<file path="src/rtl/friscv_dispatch_pkg.sv">
// Shared types and helpers for the issue stage: FSM states, register count and
// the scoreboard hazard test.
package friscv_dispatch_pkg;

  localparam int REG_NB     = 32;
  localparam int INST_BUS_W = 32;

  typedef enum logic {
    IDLE  = 1'b0,
    DRAIN = 1'b1
  } state_t;

  // x0 never hazards because pending[0] is held at zero by the scoreboard.
  function automatic logic hazard(input logic [REG_NB-1:0] pending,
                                  input logic [4:0]        rs1,
                                  input logic [4:0]        rs2,
                                  input logic [4:0]        rd);
    return pending[rs1] | pending[rs2] | pending[rd];
  endfunction

endpackage

</file>
<file path="src/rtl/friscv_scoreboard.sv">
// Pending-destination scoreboard: one set port, NB_CLR retire ports.
// When a register is set and cleared in the same cycle, the set wins.
module friscv_scoreboard
  import friscv_dispatch_pkg::*;
#(
  parameter int NB_CLR = 2
)(
  input  logic                aclk,
  input  logic                areset,
  input  logic                set_en,
  input  logic [4:0]          set_addr,
  input  logic [NB_CLR-1:0]   clr_en,
  input  logic [5*NB_CLR-1:0] clr_addr,
  output logic [REG_NB-1:0]   pending
);

  logic [REG_NB-1:0] pending_q, pending_d;
  logic [REG_NB-1:0] set_mask, clr_mask;

  always_comb begin
    set_mask = '0;
    clr_mask = '0;
    if (set_en) set_mask[set_addr] = 1'b1;
    for (int i = 0; i < NB_CLR; i++) begin
      if (clr_en[i]) clr_mask[clr_addr[5*i +: 5]] = 1'b1;
    end
    pending_d    = (pending_q & ~clr_mask) | set_mask;
    pending_d[0] = 1'b0;
  end

  // NOTE: state flops use non-blocking assignments so every flop samples pre-edge values.
  always_ff @(posedge aclk or posedge areset) begin
    if (areset) pending_q <= '0;
    else        pending_q <= pending_d;
  end

  assign pending = pending_q;

endmodule

</file>
<file path="src/rtl/friscv_dispatcher.sv">
// Issue stage for NB_UNIT execution units: steers each instruction to one unit,
// stalls on RAW/WAW hazards and drains every unit on a fence.
module friscv_dispatcher
  import friscv_dispatch_pkg::*;
#(
  parameter  int XLEN    = 32,
  parameter  int NB_UNIT = 2,
  parameter  int INST_W  = INST_BUS_W,
  parameter  int CNT_W   = 32,
  localparam int UNIT_W  = (NB_UNIT > 1) ? $clog2(NB_UNIT) : 1
)(
  input  logic                 aclk,
  input  logic                 areset,
  input  logic                 inst_valid,
  output logic                 inst_ready,
  input  logic [UNIT_W-1:0]    inst_unit,
  input  logic [4:0]           inst_rs1,
  input  logic [4:0]           inst_rs2,
  input  logic [4:0]           inst_rd,
  input  logic                 inst_fence,
  input  logic [INST_W-1:0]    inst_bus,
  output logic [NB_UNIT-1:0]   unit_en,
  output logic [INST_W-1:0]    unit_instbus,
  input  logic [NB_UNIT-1:0]   unit_ready,
  input  logic [NB_UNIT-1:0]   unit_empty,
  input  logic [NB_UNIT-1:0]   unit_rd_wr,
  input  logic [5*NB_UNIT-1:0] unit_rd_addr,
  output logic                 proc_empty,
  output logic [CNT_W-1:0]     stall_cnt
);

  if (NB_UNIT < 1 || NB_UNIT > 8 || XLEN < 1) begin : g_param_check
    $error("friscv_dispatcher: NB_UNIT must be within 1..8");
  end

  state_t            state_q, state_d;
  logic [REG_NB-1:0] pending;
  logic [CNT_W-1:0]  stall_cnt_q, stall_cnt_d;
  logic              sel_ready, hazard_hit, all_empty, issue;

  assign hazard_hit = hazard(pending, inst_rs1, inst_rs2, inst_rd);
  assign all_empty  = &unit_empty;

  // An out-of-range unit index selects nothing, so it is never accepted.
  always_comb begin
    sel_ready = 1'b0;
    for (int i = 0; i < NB_UNIT; i++) begin
      if (int'(inst_unit) == i) sel_ready = unit_ready[i];
    end
  end

  always_ff @(posedge aclk or posedge areset) begin
    if (areset) state_q <= IDLE;
    else        state_q <= state_d;
  end

  always_comb begin
    state_d = state_q;
    unique case (state_q)
      IDLE:  if (inst_valid && inst_fence)       state_d = DRAIN;
      DRAIN: if (all_empty && (pending == '0))   state_d = IDLE;
    endcase
  end

  // NOTE: every output gets a default first so no path leaves it unassigned (no latch).
  always_comb begin
    inst_ready = 1'b0;
    issue      = 1'b0;
    unit_en    = '0;
    if (!areset && (state_q == IDLE)) begin
      if (inst_fence) begin
        inst_ready = 1'b1;
      end else begin
        inst_ready = sel_ready && !hazard_hit;
        issue      = inst_valid && inst_ready;
      end
    end
    for (int i = 0; i < NB_UNIT; i++) begin
      unit_en[i] = issue && (int'(inst_unit) == i);
    end
  end

  friscv_scoreboard #(
    .NB_CLR (NB_UNIT)
  ) u_scoreboard (
    .aclk     (aclk),
    .areset   (areset),
    .set_en   (issue && (inst_rd != 5'd0)),
    .set_addr (inst_rd),
    .clr_en   (unit_rd_wr),
    .clr_addr (unit_rd_addr),
    .pending  (pending)
  );

  always_comb begin
    stall_cnt_d = stall_cnt_q;
    if (inst_valid && !inst_ready && (stall_cnt_q != '1)) begin
      stall_cnt_d = stall_cnt_q + CNT_W'(1);
    end
  end

  always_ff @(posedge aclk or posedge areset) begin
    if (areset) stall_cnt_q <= '0;
    else        stall_cnt_q <= stall_cnt_d;
  end

  assign stall_cnt    = stall_cnt_q;
  assign unit_instbus = inst_bus;
  assign proc_empty   = (state_q == IDLE) && all_empty && (pending == '0);

endmodule

</file>
<file path="config.mk">
export PLATFORM = sky130hd
export DESIGN_NAME = friscv_dispatcher
export DESIGN_NICKNAME = d
export VERILOG_FILES = /design/src/rtl/friscv_dispatch_pkg.sv /design/src/rtl/friscv_scoreboard.sv /design/src/rtl/friscv_dispatcher.sv
export SDC_FILE = /design/constraint.sdc
export NUM_CORES = 1
export LEC_CHECK = 0
export ABC_AREA = 1
export CAP_MARGIN = 10
export CORE_ASPECT_RATIO = 1.25
export CORE_MARGIN = 5
export CORE_UTILIZATION = 45
export CTS_CLUSTER_SIZE = 40
export DETAILED_ROUTE_END_ITERATION = 6
export PLACE_DENSITY_LB_ADDON = 0.1
export SYNTH_ARGS = -nofsm -noshare
export SYNTH_HDL_FRONTEND = slang
export SYNTH_SLANG_ARGS = --single-unit
</file>
<file path="constraint.sdc">
create_clock -name aclk -period 2 [get_ports aclk]
set_input_delay 0.4 -clock aclk [delete_from_list [all_inputs] [get_ports aclk]]
set_output_delay 0.4 -clock aclk [all_outputs]
set_load 0.03 [all_outputs]
</file>
==> results of run 1 <==
[state kept, by name, summed over array words and instances, names as in the netlist]
register / count
stall_cnt: 32
u_scoreboard.pending: 31
state_q: 1
[worst max path at each step]
stage	cells past startpoint	endpoint
6_report	14	inst_ready
5_1_grt	14	inst_ready
4_1_cts	15	inst_ready
3_5_place_dp	14	unit_en[0]
3_3_place_gp	14	unit_en[0]
2_1_floorplan	14	inst_ready
[report_power, final]
part	switching (uW)	total (uW)	internal [uW]
sequential	202	1670	1470
combinational	960	1800	841
clock	560	1450	891
total	1720	4930	3200
[cell families after synthesis]
family / count (synthesis) / share of synthesized area
xor+xnor: 18 / 0.0299
simple gates: 484 / 0.408
flops: 64 / 0.304
compound gates: 76 / 0.103
buf+inv: 157 / 0.153
fa+ha+maj: 1 / 0.00238
[critical path, delay by kind of cell (launching register included)]
kind                   cells  cell delay [ns]
AND/OR/NAND/NOR           10             0.82
flip-flops                 1             0.39
buffers and inverters      3             0.32
AO/OA/AOI/OAI              1             0.10
[cell type report]
class / instances / share of cell area
sequential: 64 / 0.201
multi-input combinational: 579 / 0.419
inverter: 95 / 0.0485
tap: 138 / 0.0215
clock buffer: 13 / 0.0325
clock inverter: 1 / 0.000624
timing repair buffer: 212 / 0.277
[per-layer routing]
metal / routed length [um] / global-route usage / up-vias / part of all wire
li1: - / - / 2975 / -
met1: 7750 / 0.332 / 3096 / 0.35
met2: 11400 / 0.579 / 354 / 0.51
met3: 1560 / 0.0614 / 112 / 0.070
met4: 1540 / 0.189 / 0 / 0.069
met5: 0 / 0 / - / 0
[what timing repair did]
item / 4_1_cts / 5_1_grt
gates resized for setup: 121 / 109
setup buffers: 25 / 6
endpoints found under the setup margin: 67 / 69
cloned: 12 / 4
pin swaps: 37 / 36
[layout by cell type (no fill, tap or decap), types with 29 or more instances in the layout]
cell type / n
nand2_1: 222
nand2_2: 35
clkdlybuf4s50_1: 53
dfrtp_1: 56
nand4_1: 43
inv_1: 65
a221o_1: 29
nand3_1: 67
buf_4: 99
nor3_1: 29
[metrics by stage]
| stage | hold slack [ns] | cells | TNS, ns | worst slack, ns | total power [uW] |
|---|---|---|---|---|---|
| after floorplan | 0.531 | 800 | -0.150 | -0.132 | 2560 |
| after CTS | 0.549 | 1101 | -5.69 | -0.333 | 4770 |
| after global routing | 0.553 | 1102 | -10.51 | -0.438 | 5170 |
| after global placement | 0.521 | 1050 | -38.37 | -0.715 | 3120 |
| final | 0.547 | 1102 | -4.69 | -0.359 | 4930 |
| after detailed placement | 0.528 | 1050 | -39.14 | -0.713 | 3130 |
==> run metrics, run 1 <==
status finished with violations; failing checks negative setup slack; initial DRC count 422; r2r endpoint stall_cnt[1]; sequential area share after synthesis 0.304; number of synthesized flops with an enable pin 0; Post-Route WL 22,200 um; Area after DPL 6620 um2; hold_buf cts 0; CTS tree built; dominant synthesized flop cell dfrtp_1; Setup Viol. Count Final 55; max-slew violation count 0; DR WL/cell 20.2 um; Total GRT Usage 0.315; first-pass GRT wire length 34,000 um; Reg clk slew, reported paths 0.06 ns; Worst-Margin Slew 0.857 ns; Max-Cap Viols 0; Synth Net Count slightly below 900; largest net degree at the start of global routing 46; gpl congestion 0.927; clk sink count 64; Ys Warns 0; num rows 44; crit path time final 2.36 ns; P&R area growth vs syn 52.3%; dpl hpwl 14,500 um; Filler Cell Count 965; Mapped Cells 800; I/O pin cnt 136; Syn Area/Cell 6.58 um2; critical path fanouts, max 3; CP endpoint kind output port; CTS buffer count 9; grt ovf 0; synthesized cell area 5260 um2; maximum VDD drop 0.551 mV; final hold violations 0; register area 1610 um2; Max Clock Skew 0.00603 ns; initial core utilization 0.455; number of distinct library cells after synthesis 31; post-route antenna net violation count 0; FF-to-FF Start u_scoreboard.pending[22]; synth top area cells dfrtp_1, nand2_1, nand3_1; slew margin rel. 0.426; list of most frequent post-synthesis cells nand2_1, nand3_1, inv_1; most common cell in the netlist nand2_1; Async SR Flop Fraction 1.00; DIE WIDTH between 100 and 150 um; area of the multi-input gates 3360 um2; first-pass iteration count of the detailed router 5; Final nets around 1,000; # H-tree levels 3; Skew-Pair Late Insertion Delay 0.33 ns; Root Buffer clkbuf_16; critical-path cell list inv_1 -> o21ai_1 -> nand2_1 -> nand2_1 -> nand2_1 -> nand2_2 -> nor2_4 -> nand3_2 -> nor2_4 -> nand2_2 -> nand2_2 -> nand2_4 -> clkinvlp_4 -> buf_6; final worst setup slack -0.359 ns; fin crit share 1.18; Die Ht 131 um; number of cells on the worst reg-to-reg path 17; Pleak 0.00387 uW; Worst path slowest cell dfrtp_1; core area 11,600 um2; cell taking the most area after synthesis dfrtp_1; RSZ-0062 raised after global routing yes; initial antenna violation count 0; DR DRC count 0; hold crit path type input pin to asynchronous set/reset pin; vias per std cell about 5.9; power density cells just over 600 nW/um2; max frequency 0.424 GHz; Crit Path Category register to output port; diode count 0; die area 14,000 um2; max incr delay on CP 0.39 ns; #FFs+latches synth 64; layout cell share with drive strength beyond 1 0.327; IO Port Bufs 71; CTS Buffer Depth 2; Core Util, Final 0.693; Reg2Reg Setup Slack -0.13 ns; vias in the first global route 6,605; Synth top area share 0.304; Crit. Startpoint u_scoreboard.pending[22]; crit path launch type register; WP data arrival 1.96 ns; CP Data Required Time 1.60 ns; post-route cell area roughly 8000 um2; vias 6,537
Power figures use the tool's default switching activity.
==> run 2, diff against run 1 <==
--- a/config.mk
+++ b/config.mk
@@ -6,6 +6,7 @@
 export NUM_CORES = 1
 export LEC_CHECK = 0
 export ABC_AREA = 1
+export ABC_CLOCK_PERIOD_IN_PS = 2400
 export CAP_MARGIN = 10
 export CORE_ASPECT_RATIO = 1.25
 export CORE_MARGIN = 5
@@ -15,4 +16,5 @@
 export PLACE_DENSITY_LB_ADDON = 0.1
 export SYNTH_ARGS = -nofsm -noshare
 export SYNTH_HDL_FRONTEND = slang
+export SYNTH_HIERARCHICAL = 1
 export SYNTH_SLANG_ARGS = --single-unit
==> constraint.sdc (replaced) <==
create_clock -name aclk -period 2.4 [get_ports aclk]
set_input_delay 0.48 -clock aclk [delete_from_list [all_inputs] [get_ports aclk]]
set_output_delay 0.48 -clock aclk [all_outputs]
set_load 0.03 [all_outputs]
==> run 2 against run 1 <==
  * The run still ends with negative setup slack left
  * Synthesized cell count rose by 9.9%
  * Register-to-register slack better by 0.15 ns
  * Global-route usage down 4.1 points
  * Critical path depth is 6 lower
  * Design area down 10%
  * Count of clock-buffer cells in the layout is 4 lower
  * Wire length shrank 10%
  * Largest cell class unchanged
  * Hold slack worse by 0.096 ns
  * Sequential share of layout area up 2.2 points
  * Clock skew is 0.0047 ns higher
  * Highest routed layer unchanged
  * Power shrank 30%
  * Clock power down 7%
==> run metrics, run 2 <==
P&R area growth vs syn 28.2%; CTS Buffer Depth 2; Crit Path Category register to output port; dpl hpwl 14,800 um; power density cells 477 nW/um2; grt ovf 0; FF-to-FF Start u_scoreboard/pending[17]; #FFs+latches synth 64; first-pass iteration count of the detailed router 5; initial antenna violation count 0; initial DRC count roughly 420; Skew-Pair Late Insertion Delay 0.34 ns; Synth top area share 0.285; CP Data Required Time 1.92 ns; die area between 10,000 and 15,000 um2; Root Buffer clkbuf_16; most common cell in the netlist nand2_1; number of synthesized flops with an enable pin 0; Largest register FFs 32; core area around 12,000 um2; Post-Route WL 19,900 um; Worst Setup EP proc_empty; sequential area share after synthesis 0.285; Async SR Flop Fraction 1.00; dominant synthesized flop cell dfrtp_1; initial core utilization 0.460; most frequent cells in the layout nand2_1, nand3_1, clkdlybuf4s50_1; DR WL/cell about 18 um; slew margin rel. 0.645; vias per std cell 5.45; first-pass GRT wire length approximately 31,000 um; r2r endpoint u_scoreboard/pending[2]; list of most frequent post-synthesis cells nand2_1, nand3_1, inv_1; status finished with violations; num rows 45; final hold violations 0; hold crit path type input pin to asynchronous set/reset pin; Max Clock Skew 0.0107 ns; post-route antenna net violation count 0; Total GRT Usage 0.274; vias 6,160; DR DRC count 0; clk sink count 64; critical-path cell list buf_6 -> nor4_4 -> nand4_1 -> nor4_2 -> buf_4 -> inv_2 -> nor2_4 -> buf_6; CTS buffer count 9; number of distinct library cells after synthesis 36; most frequent CP cell buf_6; Crit path max-delay family simple AND/OR/NAND/NOR gates; WP depth 8; Worst-Margin Slew between 0.5 and 0.6 ns; Ys Warns 6; WP data arrival 2.09 ns; vias in the first global route 6,161; crit path launch type register; Pleak 0.00362 uW; failing checks negative setup slack; Syn Area/Cell 6.39 um2; Non-Filler Instances about 1,100; maximum VDD drop 0.434 mV; hold_ws about 0.45 ns; Reg clk slew, reported paths roughly 0.06 ns; largest net degree at the start of global routing 39; IO Port Bufs 71; number of cells on the worst reg-to-reg path 17; Mapped Cells 879; max-slew violation count 0; gpl congestion 0.954; Die Ht 135 um; Reg2Reg Setup Slack 0.02 ns; fin crit share 1.07; RSZ-0062 raised after global routing yes; CTS tree built; # H-tree levels 3; Synth Net Count 948; layout cell share with drive strength beyond 1 0.218; max frequency 0.388 GHz; dpl cells approximately 1,100; critical path fanouts, max 2; synth top area cells dfrtp_1, nand2_1, nand3_1; crit path time final around 2.6 ns; cell taking the most area after synthesis dfrtp_1; synthesized cell area 5620 um2; Max-Cap Viols 0; Worst Path Buf+Inv 4; Crit. Startpoint u_scoreboard/pending[9]; I/O pin cnt 136; Final nets 1,031; diode count 0; max incr delay on CP 0.41 ns; hold_buf cts 0; CP endpoint kind output port; DIE WIDTH between 100 and 150 um; TNS Setup -0.399 ns; Setup Viol. Count Final 4; final worst setup slack -0.175 ns; commonest non-fill, non-tap cell in the layout nand2_1; Worst path slowest cell dfrtp_1
-- run 2: changes by cell type after synthesis, moves of 11 or more --
cell     delta
nand2_1   +112
nor3_2     +11
nor3_1     -21
inv_1      -13
a221o_1    -29
o21ai_1    -30
-- run 2: worst min-delay path by stage --
stage | startpoint | to | slack (ns) | depth (start not counted)
floorplan | u_scoreboard/pending[26] | u_scoreboard/pending[26] | 0.47 | 2
global placement | stall_cnt[31] | stall_cnt[31] | 0.49 | 2
detailed placement | stall_cnt[31] | stall_cnt[31] | 0.49 | 2
CTS | areset | state_q | 0.44 | 2
global route | areset | state_q | 0.47 | 2
finish | areset | state_q | 0.45 | 2
-- run 2: power breakdown --
part	switching [uW]	internal, uW	total, uW
logic	509	363	873
clock network	534	816	1350
registers	89.8	1130	1220
total	1130	2310	3440
-- run 2: layout make-up --
| cell class | instances | area [um2] |
|---|---|---|
| fill | 1191 | 5010 |
| multi-input combinational | 668 | 3410 |
| inverter | 90 | 369 |
| clock inverter | 7 | 80.1 |
| sequential | 64 | 1610 |
| clock buffer | 9 | 225 |
| timing repair buffer | 129 | 1310 |
| tap | 164 | 205 |
-- run 2: cell families (layout without fill, tap and decap cells) --
kind of cell,after synthesis,count (layout),synth area share
simple gates,625,625,0.517
fa+ha+maj,1,1,0.00223
other cells,1,1,0.000667
flops,64,64,0.285
compound gates,16,16,0.0160
buf+inv,147,235,0.140
xor+xnor,25,25,0.0390
-- run 2: what timing repair did --
| item | 4_1_cts | 5_1_grt |
|---|---|---|
| pin swaps | 11 | 47 |
| buffers inserted | 5 | 8 |
| resized for setup | 65 | 63 |
| gates cloned | 2 | 1 |
| endpoints found under the setup margin | 67 | 62 |
-- run 2: worst register-to-register path: stages (launching register included) --
cell and delay (ns):
dfrtp_1 0.39, inv_2 0.15, nand2_1 0.10, nand3_1 0.09, o21ai_1 0.09, nand2_1 0.07
nand3_1 0.06, nand3_1 0.08, nand2_1 0.07, nor2_2 0.14, nand3_2 0.14, buf_6 0.15
a21oi_4 0.15, inv_2 0.08, nor3_4 0.23, buf_12 0.19, nand2_4 0.06, nand2_2 0.07
-- run 2: routing by layer --
| metal | vias up | wire [um] | track usage |
|---|---|---|---|
| li1 | 2950 | - | - |
| met1 | 2875 | 7470 | 0.314 |
| met2 | 278 | 10300 | 0.477 |
| met3 | 57 | 1230 | 0.0531 |
| met4 | 0 | 937 | 0.137 |
| met5 | - | 0 | 0 |
-- run 2: through the flow --
stage	setup WS [ns]	total power, uW	cell area (um2)	utilization
5_1_grt	-0.232	3600	7210	0.590
3_3_place_gp	-0.554	2010	6470	0.530
2_1_floorplan	0.0309	1800	5620	-
3_5_place_dp	-0.577	2020	6470	0.530
4_1_cts	-0.121	3420	6930	0.567
6_report	-0.175	3440	7210	0.590
==> run 3, diff against run 2 <==
--- a/config.mk
+++ b/config.mk
@@ -11,9 +11,10 @@
 export CORE_ASPECT_RATIO = 1.25
 export CORE_MARGIN = 5
 export CORE_UTILIZATION = 45
-export CTS_CLUSTER_SIZE = 40
+export CTS_CLUSTER_SIZE = 30
 export DETAILED_ROUTE_END_ITERATION = 6
 export PLACE_DENSITY_LB_ADDON = 0.1
+export SETUP_SLACK_MARGIN = 0.02
 export SYNTH_ARGS = -nofsm -noshare
 export SYNTH_HDL_FRONTEND = slang
 export SYNTH_HIERARCHICAL = 1
==> run 3 against run 2 <==
  * The flow still finishes with violations (negative setup slack)
  * Register-to-register slack better by 0.09 ns
  * Sequential power about the same
  * Wire length is 0.34% lower
  * Clock skew about the same
  * Critical path depth is the same
  * Die area unchanged
  * Final cell count about the same
  * Largest cell class unchanged
  * Sequential share of layout area grew 0.25 points
  * Hold slack improved by 0.0044 ns
  * Utilization is 0.67 points lower
  * First-iteration DRC count fell by 4.5%
  * Design area down 1.1%
==> run metrics, run 3 (synthesis results as in run 2) <==
status finished with violations; failing checks negative setup slack; DR WL/cell 17.6 um; diode count 0; sw frac 0.328; CTS Buffer Depth 2; post-route cell area 7130 um2; Core Util, Final 0.583; clk sink count 64; clock power share 0.391; DIE WIDTH 110 um; final worst setup slack -0.198 ns; met3 usage 0.0531; first-pass GRT wire length roughly 32,000 um; initial DRC count 399; vias 6,121; critical-path cell list buf_6 -> nor4_4 -> nand4_1 -> nor4_2 -> buf_4 -> inv_2 -> nor2_4 -> buf_6; Root Buffer clkbuf_16; largest net degree at the start of global routing 39; Max Clock Skew 0.0104 ns; Setup Viol. Count Final 4; die area 14,800 um2; Area after DPL 6470 um2; CTS tree built; hold crit path type input pin to asynchronous set/reset pin; slew margin rel. 0.649; Max-Cap Viols 0; Die Ht about 130 um; DR DRC count 0; GR Util met2 0.479; vias in the first global route 6,183; max-slew violation count 0; Sw Pwr 1120 uW; Final nets 1,030; max incr delay on CP a little over 0.4 ns; Post-Route WL 19,900 um; CP endpoint kind output port; commonest non-fill, non-tap cell in the layout nand2_1; M1 GR Usage 0.314; gpl congestion 0.954; Worst Path Buf+Inv 4; I/O pin cnt 136; dpl hpwl 14,800 um; Pleak 0.00350 uW; fin crit share 1.08; Reg clk slew, reported paths about 0.060 ns; hold_buf cts 0; first-pass iteration count of the detailed router 5; maximum VDD drop 0.439 mV; power density cells about 480 nW/um2; Crit path max-delay family simple AND/OR/NAND/NOR gates; critical path fanouts, max 2; CTS buffer count 9; power share of the sequential group 0.355; hold_ws about 0.46 ns; Skew-Pair Late Insertion Delay 0.34 ns; max frequency about 0.38 GHz; grt ovf 0; Total GRT Usage 0.275; Pint between 2000 and 2500 uW; final hold violations 0; Largest register FFs 32; initial antenna violation count 0; num rows 45; WP data arrival 2.12 ns; core area between 10,000 and 15,000 um2; most frequent cells in the layout nand2_1, nand3_1, clkdlybuf4s50_1; crit path time final 2.60 ns; global routing's busiest layer met2; vias per std cell 5.42; Crit Path Category register to output port; Worst-Margin Slew 0.521 ns; CP Data Required Time 1.92 ns; post-route antenna net violation count 0; IO Port Bufs 71; crit path launch type register; layout cell share with drive strength beyond 1 0.200; initial core utilization 0.460; RSZ-0062 raised after global routing yes; most frequent CP cell buf_6; P&R area growth vs syn 26.8%; Filler Cell Count approximately 1,200; Gate power share 0.254; # H-tree levels 3; Worst path slowest cell dfrtp_1
==> run 3: cell count changes in the layout (fill, tap and decap cells not counted), moves of 2 or more <==
| cell | delta |
|---|---|
| nand2_1 | +19 |
| nand2_2 | -12 |
| nand2_4 | -7 |
| inv_2 | +2 |
| nor2_4 | +2 |
==> run 3: per-layer routing <==
layer	routed length, um	vias up
met5	0	-
met4	902	0
met3	1230	51
met2	10400	274
met1	7380	2849
li1	-	2947
==> run 3: power by group through the flow <==
stage	sequential (uW)	combinational [uW]	clock, uW
CTS	1210	829	1380
global route	1220	944	1430
global placement	1230	781	0
finish	1220	872	1340
floorplan	1270	521	0
detailed placement	1230	791	0
==> run 3: worst register-to-register path: stages (launching register included) <==
cell and delay, ns:
dfrtp_1 0.39, inv_2 0.16, nand2_1 0.10, nand3_1 0.09, o21ai_1 0.09, nand2_1 0.07
nand3_1 0.07, nand3_1 0.08, nand2_1 0.06, nor2_2 0.14, nand3_2 0.11, buf_4 0.16
a21oi_4 0.16, inv_2 0.08, nor3_4 0.16, buf_12 0.16, nand2_1 0.06, nand2_1 0.09
==> run 3: cell type report <==
type | count | area, um2 | area share
tap | 164 | 205 | 0.0288
inverter | 90 | 367 | 0.0514
timing repair buffer | 128 | 1300 | 0.183
clock inverter | 7 | 80.1 | 0.0112
clock buffer | 9 | 225 | 0.0316
sequential | 64 | 1610 | 0.226
multi-input combinational | 668 | 3340 | 0.468
==> run 3: path summary, 6_finish.rpt <==
kind | start | endpoint | slack [ns] | depth (start not counted)
max | u_scoreboard/pending[9] | proc_empty | -0.20 | 8
min | areset | state_q | 0.46 | 2
max reg2reg | u_scoreboard/pending[17] | u_scoreboard/pending[10] | 0.11 | 17
min reg2reg | stall_cnt[31] | stall_cnt[31] | 0.50 | 2
max in group asynchronous | areset | stall_cnt[17] | 1.34 | 3
min in group aclk | stall_cnt[31] | stall_cnt[31] | 0.50 | 2
==> run 3: metrics by stage <==
stage | TNS (ns) | worst slack [ns] | std cells | power, uW
after floorplan | 0 | 0.0309 | 879 | 1800
after global placement | -33.66 | -0.554 | 1100 | 2010
after detailed placement | -34.05 | -0.577 | 1100 | 2020
after CTS | -0.435 | -0.121 | 1123 | 3420
after global routing | -1.49 | -0.266 | 1130 | 3590
final | -0.577 | -0.198 | 1130 | 3430
==> run 3: what timing repair did <==
item,4_1_cts,5_1_grt
cloned,2,1
gates resized for setup,71,34
pin swaps,12,20
setup buffers,5,6
setup endpoints to repair,67,63
endpoints found under the hold margin,0,0
